**src/rtl/l2_arbiter.sv**
```systemverilog
// l2_arbiter: shares the single CPU-side L2 port between the L1 I-cache
// (read-only) and the L1 D-cache (read/write). It owns one transaction at a
// time, from grant to l2_mem_resp. On contention it grants round-robin. It
// latches the winner's address, data and opcode so the L2 sees stable
// values for the whole miss.
module l2_arbiter #(
  parameter int ADDR_W = 16,
  parameter int LINE_W = 128
) (
  input  logic              clk,
  input  logic              reset,
  // I-cache side
  input  logic              i_pmem_read,
  input  logic [ADDR_W-1:0] i_pmem_address,
  output logic [LINE_W-1:0] i_pmem_rdata,
  output logic              i_pmem_resp,
  // D-cache side
  input  logic              d_pmem_read,
  input  logic              d_pmem_write,
  input  logic [ADDR_W-1:0] d_pmem_address,
  input  logic [LINE_W-1:0] d_pmem_wdata,
  output logic [LINE_W-1:0] d_pmem_rdata,
  output logic              d_pmem_resp,
  // L2 side
  output logic              l2_mem_read,
  output logic              l2_mem_write,
  output logic [ADDR_W-1:0] l2_mem_address,
  output logic [LINE_W-1:0] l2_mem_wdata,
  input  logic [LINE_W-1:0] l2_mem_rdata,
  input  logic              l2_mem_resp
);

  typedef enum logic [1:0] {
    IDLE    = 2'd0,
    SERVE_I = 2'd1,
    SERVE_D = 2'd2
  } state_t;

  // last_grant: 0 = I-cache was served last, 1 = D-cache was served last
  state_t            state_reg, state_next;
  logic              last_grant_reg, last_grant_next;
  logic [ADDR_W-1:0] addr_reg, addr_next;
  logic [LINE_W-1:0] wdata_reg, wdata_next;
  logic              op_write_reg, op_write_next;

  logic i_req;
  logic d_req;
  logic grant_i;
  logic grant_d;

  // A requester wins if it is alone, or if both ask and it was not served last.
  assign i_req   = i_pmem_read;
  assign d_req   = d_pmem_read | d_pmem_write;
  assign grant_i = i_req & (~d_req | last_grant_reg);
  assign grant_d = d_req & (~i_req | ~last_grant_reg);

  // State, fairness flag and latched request registers
  always_ff @(posedge clk) begin
    if (reset) begin
      state_reg      <= IDLE;
      last_grant_reg <= 1'b1;
      addr_reg       <= '0;
      wdata_reg      <= '0;
      op_write_reg   <= 1'b0;
    end else begin
      state_reg      <= state_next;
      last_grant_reg <= last_grant_next;
      addr_reg       <= addr_next;
      wdata_reg      <= wdata_next;
      op_write_reg   <= op_write_next;
    end
  end

  // Next-state logic: grant in IDLE and capture the winner; release on L2 response
  always_comb begin
    state_next      = state_reg;
    last_grant_next = last_grant_reg;
    addr_next       = addr_reg;
    wdata_next      = wdata_reg;
    op_write_next   = op_write_reg;
    case (state_reg)
      IDLE: begin
        if (grant_i) begin
          state_next    = SERVE_I;
          addr_next     = i_pmem_address;
          wdata_next    = '0;
          op_write_next = 1'b0;
        end else if (grant_d) begin
          state_next    = SERVE_D;
          addr_next     = d_pmem_address;
          wdata_next    = d_pmem_wdata;
          // a write wins if the D-cache illegally raises both read and write
          op_write_next = d_pmem_write;
        end
      end
      SERVE_I: begin
        if (l2_mem_resp) begin
          state_next      = IDLE;
          last_grant_next = 1'b0;
        end
      end
      SERVE_D: begin
        if (l2_mem_resp) begin
          state_next      = IDLE;
          last_grant_next = 1'b1;
        end
      end
      default: begin
        state_next = IDLE;
      end
    endcase
  end

  // Output steering: the L2 sees only latched values; only the owner sees resp/rdata
  always_comb begin
    l2_mem_read    = 1'b0;
    l2_mem_write   = 1'b0;
    l2_mem_address = '0;
    l2_mem_wdata   = '0;
    i_pmem_resp    = 1'b0;
    i_pmem_rdata   = '0;
    d_pmem_resp    = 1'b0;
    d_pmem_rdata   = '0;
    case (state_reg)
      SERVE_I: begin
        l2_mem_read    = 1'b1;
        l2_mem_address = addr_reg;
        i_pmem_resp    = l2_mem_resp;
        i_pmem_rdata   = l2_mem_rdata;
      end
      SERVE_D: begin
        l2_mem_read    = ~op_write_reg;
        l2_mem_write   = op_write_reg;
        l2_mem_address = addr_reg;
        l2_mem_wdata   = wdata_reg;
        d_pmem_resp    = l2_mem_resp;
        d_pmem_rdata   = l2_mem_rdata;
      end
      default: begin
      end
    endcase
  end

endmodule

```
**config.mk**
```make
export PLATFORM = sky130hd
export DESIGN_NAME = l2_arbiter
export DESIGN_NICKNAME = d
export VERILOG_FILES = /design/src/rtl/l2_arbiter.sv
export SDC_FILE = /design/constraint.sdc
export NUM_CORES = 1
export LEC_CHECK = 0
export BUFFER_PORTS_ARGS = -buffer_cell sky130_fd_sc_hd__buf_4
export CAP_MARGIN = 5
export CORE_AREA = 2 2 272 274
export DETAILED_ROUTE_END_ITERATION = 12
export DIE_AREA = 0 0 274 276
export MAX_ROUTING_LAYER = met4
export SLEW_MARGIN = 20
export SYNTH_ARGS = -nofsm -noshare
export SYNTH_HDL_FRONTEND = slang
export SYNTH_SLANG_ARGS = --single-unit
```
**constraint.sdc**
```tcl
create_clock -name clk -period 1.72 [get_ports clk]
set_input_delay 0 -clock clk [delete_from_list [all_inputs] [get_ports clk]]
set_output_delay 0 -clock clk [all_outputs]
set_load 0.01 [all_outputs]
```
==> flow_summary_export.csv <==
group,metric,value,unit
status,status,"complete, but fails checks",
status,violations,"negative setup slack",
floorplan,die-area,75600,sq um
setup_path,arrival,1.81,ns
clock_network,cts.sinks,148,
route,wire_per_inst,23.3,um
synth,synth_seq_cells,148,
synth,syn_area,8130,sq um
clock_network,tritoncts,"yes",
synth,synth-edff-count,0,
floorplan,fp.dieH,276,um
floorplan,core,72600,sq um
floorplan,rows,99,
grt,grt_pass1_wl,85700,um
setup_path,r2r_end,"wdata_reg[102]",
timing,rsz0062_at_grt,"yes",
route,routed_wl,65500,um
setup_path,start_kind,"flop",
route,viasPerCell,3.96,
route,drt_iter0_markers,520,
synth,synth_top_area_cell,"dfxtp_1",
setup_path,worstReg2RegStart,"state_reg[0]",
grt,antenna_found_initial,40,
placement,place_congestion,0.922,
grt,grt_overflow_total,0,
floorplan,initial_utilization,11.2,%
clock_network,clockBufferDepth,2,
setup_path,r2r_slack,0.21,ns
placement,port_buffers,697,
worst_hold_path,min_to,"i_pmem_rdata[125]",
job,cap_violations,0,
timing,skew,0.0171,ns
synth,synthTopCellsByArea,"dfxtp_1 (36%), and2_1 (31%), a32oi_1 (14%)",
route,ant_nets,0,
clock_network,clk_latency,0.47,ns
finish,areaGrowthSynthToFinish,120,%
setup_path,slowest_delay,0.33,ns
route,drtPass1Iterations,5,
synth,postSynthAreaPerCell,8.06,sq um
timing,finalSetupViolCount,236,
timing,finalMaxSlewViolations,0,
setup_path,cp_num_buf_inv,4,
synth,synth_top_area_share,36.4,%
synth,ys_types,27,
synth,ys.flop_type,"dfxtp_1",
setup_path,worstPathRequired,1.72,ns
clock_network,root_buffer,"clkbuf_16",
timing,hold_viol,0,
timing,tns,-7.88,ns
synth,synth_cells,1009,
clock_network,clk_pin_slew,0.07,ns
finish,largest_register_ffs,128,
floorplan,ios,698,
setup_path,reg2regPathDepth,7,
power,finalPower,0.0127,W
setup_path,cp_cell_sequence,"buf_4 > ha_4 > buf_12 > clkbuf_16 > and2_1 > buf_4",
finish,nets,2133,
setup_path,crit_fanout,15,
worst_hold_path,hp-class,"in2out",
timing,tightest_slew,0.782,ns
worst_hold_path,whs_path_depth,3,
grt,grtUsageTotal,16.7,%
synth,async_flop_share,0,%
floorplan,fp.dieW,274,um
grt,grt_max_degree,81,
timing,setup_ws,-0.0887,ns
timing,finalCritPeriodShare,105,%
placement,pre_cts_slack,0.233,ns
synth,yosysMostFrequentCell,"and2_1",
worst_hold_path,min_from,"l2_mem_rdata[125]",
timing,max_freq,553,MHz
setup_path,critical_path.top_delay_family,"buffers and inverters",
finish,drive_gt1_share,46.2,%
route,dr_total_vias,11153,
power,p_per_area,709,nW/um^2
timing,relSlewSlack,47.8,%
clock_network,cts_inserted_buffers,17,
timing,finalCriticalPeriod,1.81,ns
setup_path,cp-end-kind,"primary output",
power,p_leak,8.15,nW
synth,yosys_warnings,0,
synth,yosysSeqAreaShare,36.4,%
route,drc,0,
setup_path,cpMostUsedCell,"buf_4",
synth,syn_nets,1306,
synth,synth_commonest_cells,"and2_1 (402), dfxtp_1 (148), nor2_1 (145)",
setup_path,crit_path_top_delay_cell,"dfxtp_2",
power,ir_worst_vdd,0.000728,V
clock_network,h-tree-depth,4,
placement,place_hpwl,48900,um
setup_path,path_class,"reg2out",
grt,grt_pass1_vias,10838,
==> per-stage QoR <==
| stage | instances | utilization (%) | instance area (sq um) | hold WS (ns) |
|---|---|---|---|---|
| detailed placement | 2574 | 19.9 | 14400 | 0.234 |
| global placement | 2574 | 19.9 | 14400 | 0.236 |
| CTS | 2798 | 24.0 | 17400 | 0.270 |
| floorplan | 1009 | - | 8130 | 0.123 |
| global route | 2817 | 24.6 | 17900 | 0.309 |
| finish | 2817 | 24.6 | 17900 | 0.298 |
==> cells by family (layout without fill, tap and decap cells) <==
kind of cell    count (synthesis)  count (layout)  share of synthesized area [%]
buf+inv                       116             956                           6.12
simple gates                  570             570                           39.1
fa+ha+maj                       3               3                          0.462
compound gates                172             172                           17.9
other cells                     0               9                              0
flops                         148             148                           36.4
==> layout make-up <==
| cell class | count | area [sq um] |
|---|---|---|
| clock buffer | 18 | 429 |
| inverter | 4 | 15.0 |
| sequential | 148 | 2970 |
| timing repair buffer | 920 | 8170 |
| multi-input combinational | 745 | 4870 |
| clock inverter | 14 | 189 |
| tap | 959 | 1200 |
| fill | 7841 | 54700 |
| antenna | 9 | 22.5 |
==> cell usage in the layout (no fill, tap or decap), drive strengths merged, types with 9 or more instances in the layout <==
cell / count
buf: 747
clkbuf: 24
nor2: 145
nand3: 17
o21ai: 18
inv: 12
dfxtp: 148
dlygate4sd3: 165
diode: 9
a32oi: 129
a311oi: 16
and2: 402
==> worst max-delay path by stage <==
| stage | from | to | slack, ns | cells past startpoint |
|---|---|---|---|---|
| 4_1_cts | state_reg[0] | i_pmem_rdata[64] | -0.13 | 6 |
| 2_1_floorplan | state_reg[0] | state_reg[0] | 0.28 | 7 |
| 3_5_place_dp | state_reg[1] | i_pmem_rdata[100] | 0.23 | 5 |
| 5_1_grt | state_reg[0] | d_pmem_rdata[93] | -0.14 | 6 |
| 6_report | state_reg[0] | i_pmem_rdata[91] | -0.09 | 6 |
| 3_3_place_gp | state_reg[1] | i_pmem_rdata[68] | 0.25 | 5 |
==> report_power, final <==
group	switching [W]	internal [W]	leakage, nW
combinational	0.00228	0.00238	6.64
clock	0.00181	0.00233	0.302
sequential	0.000146	0.00370	1.21
total	0.00424	0.00842	8.15
==> worst register-to-register path: stages (launching register included) <==
cell and delay (ns):
dfxtp_2 0.33, inv_2 0.07, buf_4 0.11, ha_4 0.19, o31ai_4 0.13, buf_12 0.21, a32oi_1 0.29, nor2_1 0.06
==> timing repair <==
action                                  in CTS  in global routing
cloned                                      12                  7
buffers inserted                            15                  6
endpoints found under the hold margin      148                  0
pin swaps                                    4                  8
hold buffers                               165                  0
resized for setup                           65                 75
endpoints found under the setup margin     394                299
==> metal layers <==
metal	share of wire, %	GRT usage [%]
met1	35	16.5
met2	55	31.9
met3	6.1	3.24
met4	3.9	5.81
met5	0	-
(Power assumes the default switching activity.)
